==> src/rtl/mult_div_unit.sv <==
// Iterative multiply/divide unit holding the HI/LO pair.
// Multiply is shift-add, divide is restoring shift-subtract, one step per clock.
// Optional feature macro: MDU_DIV_EN (divider datapath; without it DIV/DIVU pulse illegal).
module mult_div_unit #(
    parameter int unsigned WIDTH = 32
) (
    input  logic             clock,
    input  logic             reset_n,
    input  logic             start,
    input  logic [1:0]       op,
    input  logic [WIDTH-1:0] src_a,
    input  logic [WIDTH-1:0] src_b,
    input  logic             mthi,
    input  logic             mtlo,
    output logic             busy,
    output logic             done,
    output logic             illegal,
    output logic [WIDTH-1:0] hi,
    output logic [WIDTH-1:0] lo
);

    localparam int unsigned CW = $clog2(WIDTH);
    localparam int unsigned AW = 2 * WIDTH;

    typedef enum logic [1:0] {
        IDLE = 2'd0,
        CALC = 2'd1,
        FIX  = 2'd2
    } state_t;

    state_t          state;
    logic [CW-1:0]   count;
    logic [AW-1:0]   acc;       // multiply: {partial product, multiplier}; divide: {remainder, quotient}
    logic [WIDTH-1:0] mcand;    // multiplicand magnitude, or divisor magnitude
    logic            neg_res;   // product / quotient must be negated at FIX

    logic             is_signed_c;
    logic             a_neg_c;
    logic             b_neg_c;
    logic [WIDTH-1:0] abs_a_c;
    logic [WIDTH-1:0] abs_b_c;
    logic [WIDTH:0]   mul_sum_c;
    logic [AW-1:0]    mul_step_c;
    logic [AW-1:0]    acc_step_c;
    logic [AW-1:0]    prod_c;
    logic [WIDTH-1:0] res_hi_c;
    logic [WIDTH-1:0] res_lo_c;

`ifdef MDU_DIV_EN
    logic             is_div;
    logic             div_zero;
    logic             neg_rem;  // remainder takes the dividend's sign
    logic [WIDTH:0]   div_part_c;
    logic [WIDTH+1:0] div_diff_c;
    logic [AW-1:0]    div_step_c;
    logic [WIDTH-1:0] quot_c;
    logic [WIDTH-1:0] rem_c;
`endif

    // Operand magnitudes for the signed ops (MULT, DIV have op[0]=0)
    always_comb begin
        is_signed_c = ~op[0];
        a_neg_c     = is_signed_c & src_a[WIDTH-1];
        b_neg_c     = is_signed_c & src_b[WIDTH-1];
        abs_a_c     = a_neg_c ? -src_a : src_a;
        abs_b_c     = b_neg_c ? -src_b : src_b;
    end

    // One iteration of the selected algorithm
    always_comb begin
        mul_sum_c  = {1'b0, acc[AW-1:WIDTH]} + (acc[0] ? {1'b0, mcand} : {(WIDTH+1){1'b0}});
        mul_step_c = {mul_sum_c, acc[WIDTH-1:1]};
        acc_step_c = mul_step_c;
`ifdef MDU_DIV_EN
        div_part_c = acc[AW-1:WIDTH-1];
        div_diff_c = {1'b0, div_part_c} - {2'b00, mcand};
        if (div_diff_c[WIDTH+1])
            div_step_c = {div_part_c[WIDTH-1:0], acc[WIDTH-2:0], 1'b0};
        else
            div_step_c = {div_diff_c[WIDTH-1:0], acc[WIDTH-2:0], 1'b1};
        if (is_div)
            acc_step_c = div_step_c;
`endif
    end

    // Sign correction of the finished accumulator
    always_comb begin
        prod_c   = neg_res ? -acc : acc;
        res_hi_c = prod_c[AW-1:WIDTH];
        res_lo_c = prod_c[WIDTH-1:0];
`ifdef MDU_DIV_EN
        // Divide by zero leaves all-ones quotient and the dividend as remainder
        quot_c = div_zero ? {WIDTH{1'b1}} : (neg_res ? -acc[WIDTH-1:0] : acc[WIDTH-1:0]);
        rem_c  = neg_rem ? -acc[AW-1:WIDTH] : acc[AW-1:WIDTH];
        if (is_div) begin
            res_hi_c = rem_c;
            res_lo_c = quot_c;
        end
`endif
    end

    // Control FSM, iteration state and HI/LO registers
    always_ff @(posedge clock or negedge reset_n) begin
        if (!reset_n) begin
            state    <= IDLE;
            count    <= '0;
            acc      <= '0;
            mcand    <= '0;
            neg_res  <= 1'b0;
            busy     <= 1'b0;
            done     <= 1'b0;
            illegal  <= 1'b0;
            hi       <= '0;
            lo       <= '0;
`ifdef MDU_DIV_EN
            is_div   <= 1'b0;
            div_zero <= 1'b0;
            neg_rem  <= 1'b0;
`endif
        end else begin
            done    <= 1'b0;
            illegal <= 1'b0;
            case (state)
                IDLE: begin
                    if (mthi)
                        hi <= src_a;
                    if (mtlo)
                        lo <= src_a;
                    if (start) begin
`ifdef MDU_DIV_EN
                        acc      <= op[1] ? {{WIDTH{1'b0}}, abs_a_c} : {{WIDTH{1'b0}}, abs_b_c};
                        mcand    <= op[1] ? abs_b_c : abs_a_c;
                        neg_res  <= a_neg_c ^ b_neg_c;
                        neg_rem  <= a_neg_c;
                        is_div   <= op[1];
                        div_zero <= (src_b == '0);
                        count    <= '0;
                        busy     <= 1'b1;
                        state    <= CALC;
`else
                        if (op[1]) begin
                            illegal <= 1'b1;
                        end else begin
                            acc     <= {{WIDTH{1'b0}}, abs_b_c};
                            mcand   <= abs_a_c;
                            neg_res <= a_neg_c ^ b_neg_c;
                            count   <= '0;
                            busy    <= 1'b1;
                            state   <= CALC;
                        end
`endif
                    end
                end
                CALC: begin
                    acc   <= acc_step_c;
                    count <= count + CW'(1);
                    if (count == CW'(WIDTH - 1))
                        state <= FIX;
                end
                FIX: begin
                    hi    <= res_hi_c;
                    lo    <= res_lo_c;
                    done  <= 1'b1;
                    busy  <= 1'b0;
                    state <= IDLE;
                end
                default: state <= IDLE;
            endcase
        end
    end

endmodule
==> config.mk <==
export PLATFORM = sky130hd
export DESIGN_NAME = mult_div_unit
export DESIGN_NICKNAME = d
export VERILOG_FILES = /design/src/rtl/mult_div_unit.sv
export SDC_FILE = /design/constraint.sdc
export NUM_CORES = 1
export LEC_CHECK = 0
export ABC_AREA = 1
export CAP_MARGIN = 30
export CORE_ASPECT_RATIO = 1.1
export CORE_MARGIN = 2
export CORE_UTILIZATION = 55
export CTS_BUF_LIST = sky130_fd_sc_hd__clkbuf_16
export DETAILED_ROUTE_END_ITERATION = 12
export HOLD_SLACK_MARGIN = 0.05
export PLACE_DENSITY = 0.75
export SYNTH_ARGS = -nofsm -noshare
export SYNTH_HDL_FRONTEND = slang
export SYNTH_SLANG_ARGS = --single-unit
export TNS_END_PERCENT = 10
==> constraint.sdc <==
create_clock -name clock -period 4.7 [get_ports clock]
set_input_delay 0.94 -clock clock [delete_from_list [all_inputs] [get_ports clock]]
set_output_delay 0.94 -clock clock [all_outputs]
set_load 0.02 [all_outputs]
-- Word level (Yosys, flattened, before mapping)
Index checks and enable logic that the tools add are counted.
W data, S select, Z words.
- output and inout port bits: 67
- register bits after elaboration: 171
- bits of input ports: 71
- logic and storage cells: 62
- reduce and logical (&&, ||, !) cells: 9
- eq/ne operators: 8
- muxes and demuxes: 25
- add/sub/neg operators: 5
- bitwise logic cells: 5
- operators with widths (cell ; number):
    $mux W64 ; 3
    $mux W32 ; 5
    $pmux W32 S2 ; 2
    $pmux W64 S2 ; 1
    $neg A32 Y32 ; 2
    $neg A64 Y64 ; 1
    $add A32 B32 Y33 ; 1
    $reduce_and A3 Y1 ; 4
    $mux W5 ; 2
    $ne A2 B2 Y1 const B ; 5
    $pmux W5 S2 ; 1
    $mux W1 ; 6
    $mux W2 ; 3
    $add A5 B1 Y5 const B ; 1
    $eq A5 B5 Y1 const B ; 1
    $pmux W2 S2 ; 1
    $reduce_and A2 Y1 ; 2
    $reduce_bool A2 Y1 ; 2
    $and A1 B1 Y1 ; 2
    $eq A2 B1 Y1 const B ; 1
    $eq A2 B2 Y1 const B ; 1
    $logic_not A2 Y1 ; 1
    $not A1 Y1 ; 2
    $pmux W1 S2 ; 1
    $xor A1 B1 Y1 ; 1

-- Depth between registers and ports, before layout
- depth after elaboration: 6
- depth in mapped cells: 17
- depth with buffers taken out: 15

-- Worst setup path before layout
No wires, ideal clock.
- kind: register to register
- start point: register acc[0]
- end point: register acc[61]
- arrival time: 2224 ps
- buffers on the path: 2
- stages on the path, launching flop included: 18
- data required time: 4583 ps
- period minus slack after synthesis: 2341 ps
- setup time: 117 ps
- path slack: 2359 ps
- cell sequence: dfrtp_1 -> buf_6 -> clkbuf_1 -> nand2_1 -> inv_1 -> ha_1 -> inv_1 -> fa_1 -> o21ai_1 -> nand2_1 -> nand2_1 -> nand2_1 -> nand2_1 -> nand2_1 -> nand2_1 -> nand2_1 -> nand3_1 -> nand2_1
- word-level cells in the longest chain between the ends: 3
- ends and longest elaborated chain (element ; line ; RTL):
    from (decl) ; 33 ; logic [AW-1:0] acc;
    from (signal assigned) ; 144 ; acc <= {{WIDTH{1'b0}}, abs_b_c};
    from (signal assigned) ; 155 ; acc <= acc_step_c;
    $mux W32 ; 71 ; mul_sum_c = {1'b0, acc[AW-1:WIDTH]} + (acc[0] ? {1'b0, mcand} : {(WIDTH+1){1'b0}});
    $add A32 B32 Y33 ; 71 ;
    $pmux W64 S2 ; 123 ; case (state)
Every way passes these cells.
A chain may end at the register's enable or synchronous reset.

-- Worst setup path in the final report
- start point: register acc[0]
- end point: register acc[45]
The elaborated chain is that of the path after synthesis.

==> impl_metrics.env <==
export IMPL_cp_top_family="compound AO/OA/AOI/OAI gates"
export IMPL_synth_seq_area_share=0.324
export IMPL_n_antenna_cell=0
export IMPL_ant_nets=0
export IMPL_avgSynthCellArea_um2=6.31
export IMPL_drt_iter0_markers=1823
export IMPL_maxSlewHeadroom=0.327
export IMPL_grt_pass1_vias=14300
export IMPL_ys_warnings_count=0
export IMPL_clock_fmax_mhz=342
export IMPL_pre_cts_ws_ns=1.46
export IMPL_rsz0062_at_grt="false"
export IMPL_grt_overflow_total=0
export IMPL_drv_slew=0
export IMPL_period_share=0.622
export IMPL_ys_ff_latch=171
export IMPL_cts_repair_resized=0
export IMPL_syn_inst=2095
export IMPL_synth_edff_count=0
export IMPL_path_common_cell="nand2_1"
export IMPL_grt_first_pass_wirelength_um=78900
export IMPL_die_width_um=152
export IMPL_initial_utilization=0.560
export IMPL_post_drt_wl_per_cell_um=20.3
export IMPL_async_flop_share=1.00
export IMPL_worst_path_max_delay_cell="fa_1"
export IMPL_grt_max_degree=100
export IMPL_timing_setup_tns_ns=0
export IMPL_setup_viol=0
export IMPL_routed_via_density=5.92
export IMPL_end_kind="flip-flop"
export IMPL_startpoint_type="flip-flop"
export IMPL_hold_path_class="in2async"
export IMPL_crit_type="reg2reg"
export IMPL_clk_pin_slew_ns=0.08
export IMPL_power_leakage_nw=7.44
export IMPL_yosysUniqueCellTypes=52
export IMPL_core_area_um2=23600
export IMPL_rows=59
export IMPL_ys_dominant_reg_cell="dfrtp_1"
export IMPL_cts_htree_levels=4
export IMPL_final_common_cell="nand2_1"
export IMPL_clk_path_buf_depth=2
export IMPL_final_min_clock_period_ns=2.92
export IMPL_pwr_density_cell_nw_per_um2=649
export IMPL_hpwl_um=40100
export IMPL_cts_sinks=171
export IMPL_drc_errors=0
export IMPL_gp_routability_congestion=0.992
export IMPL_synth_fp_nets=2204
export IMPL_status="complete, no violations"
export IMPL_crit_arrival_ns=3.22
export IMPL_skew_ns=0.0173
export IMPL_postCtsHoldBufs=0
export IMPL_io_pins=138
export IMPL_cp_required_ns=5.00
export IMPL_hold_viol_final=0
export IMPL_vdd_ir_drop_max_mv=0.400
export IMPL_final_cell_mix="nand2_1, nor2_1, inv_1"
export IMPL_die_area_um2=25300
export IMPL_portBuffers=137
export IMPL_areaGrowthSynthToFinish_pct=17.1
export IMPL_clock_latency_ns=0.45
export IMPL_dr_pass1_iters=6
export IMPL_grt_util_all_layers=0.400
export IMPL_fin_ws_ns=1.78
export IMPL_worstMarginPinSlew_ns=0.999
export IMPL_crit_fanout=33
export IMPL_cts_root_buf="clkbuf_16"
export IMPL_antenna_found_initial=0
export IMPL_drive_above_1_share=0.0492
export IMPL_drt_total_wl_um=51300
export IMPL_critPathMaxStageDelay_ns=0.51
export IMPL_fin_nets=2313
export IMPL_yosysTopAreaCell="dfrtp_1"
export IMPL_synth_top_area_frac=0.324
export IMPL_syn_area_um2=13200
export IMPL_cts_buffers=17
export IMPL_critPathBufInv=1
export IMPL_crit_chain="buf_4 > nand2_1 > fa_1 > o21ai_1 > nand2_1 > nand2_1 > nand2_1 > nand2_1 > a21oi_1 > o21ai_0 > o21ai_0"
export IMPL_tritoncts="done"
export IMPL_dieHeight_um=167
export IMPL_yosys_top_cells_area="dfrtp_1, nand2_1, nor2_1"
export IMPL_ff2ff_setup_slack_ns=1.78
export IMPL_cts_setup_buffers=0
export IMPL_cap_violations=0
export IMPL_vias=14900
per-stage QoR:
step | hold slack (ns) | utilization | cell area [µm²] | total power, mW | std cells
floorplan | 0.449 | - | 13200 | 6.39 | 2095
global placement | 0.471 | 0.628 | 14800 | 8.25 | 2489
detailed placement | 0.470 | 0.628 | 14800 | 8.38 | 2489
CTS | 0.488 | 0.654 | 15500 | 9.91 | 2521
global route | 0.272 | 0.655 | 15500 | 10.7 | 2522
finish | 0.268 | 0.655 | 15500 | 10.0 | 2522
metal layers:
layer	global-route usage	vias up	routed length (µm)
met2	0.652	838	23600
met4	0.305	0	4420
met5	0	-	0
li1	-	7004	-
met1	0.474	6903	18900
met3	0.0671	188	4360
kinds of logic (layout without fill, tap and decap cells):
| family | Yosys count | count (layout) | share of synthesized area |
|---|---|---|---|
| adder cells (fa/ha/maj) | 38 | 38 | 0.0365 |
| flip-flops | 171 | 171 | 0.324 |
| buffers and inverters | 309 | 431 | 0.0911 |
| AND/OR/NAND/NOR | 1200 | 1200 | 0.381 |
| AO/OA/AOI/OAI | 343 | 343 | 0.145 |
| XOR/XNOR | 34 | 34 | 0.0225 |
area by class of cell:
type                    instances  area, µm²
clock buffers                  17        425
flip-flops and latches        171       4280
multi-input cells            1615       7750
fillers                      2195       8140
repair buffers                155       1530
inverters                     244        917
clock inverters                15        198
well taps                     305        382
power breakdown:
| group | internal [mW] | leakage (nW) | switching, mW |
|---|---|---|---|
| clock network | 0.770 | 0.299 | 0.745 |
| logic | 1.96 | 5.12 | 3.54 |
| registers | 2.18 | 2.02 | 0.850 |
sequential cells by signal, indices dropped and copies added, names as in the netlist:
| signal | cells |
|---|---|
| state | 2 |
| neg_res | 1 |
| lo | 32 |
| mcand | 32 |
| illegal | 1 |
| done | 1 |
| hi | 32 |
| busy | 1 |
| acc | 64 |
| count | 5 |
cells in the mapped netlist, drive strengths merged (3+ instances only):
cell type    n
buf         29
o211ai       4
o31ai        3
nand2      585
o21ai      134
nor2       368
a31oi       13
ha          37
nor3        12
nand4       24
xor2        31
o21bai      12
a21oi      137
o221ai      14
dfrtp      171
clkbuf      36
xnor2        3
inv        242
nand3      188
and2         3
o22ai       18
or2          7
nand3b      11
final timing paths:
path,start,end,cells after the start
worst max-delay path,acc[0]$_DFFE_PN0P_,acc[45]$_DFFE_PN0P_,11
worst min-delay path,reset_n,acc[49]$_DFFE_PN0P_,1
worst max register to register,acc[0]$_DFFE_PN0P_,acc[45]$_DFFE_PN0P_,11
worst min register to register,lo[1]$_DFFE_PN0P_,lo[1]$_DFFE_PN0P_,2
max in group asynchronous,reset_n,acc[55]$_DFFE_PN0P_,3
min in group clock,lo[1]$_DFFE_PN0P_,lo[1]$_DFFE_PN0P_,2
worst reg2reg max path, stage by stage, from the launching register on:
cell,delay (ns)
dfrtp_1,0.36
buf_4,0.34
nand2_1,0.27
fa_1,0.52
o21ai_1,0.40
nand2_1,0.09
nand2_1,0.13
nand2_1,0.06
nand2_1,0.17
a21oi_1,0.08
o21ai_0,0.16
o21ai_0,0.18
Note: power is estimated with default switching activity, not from simulation.
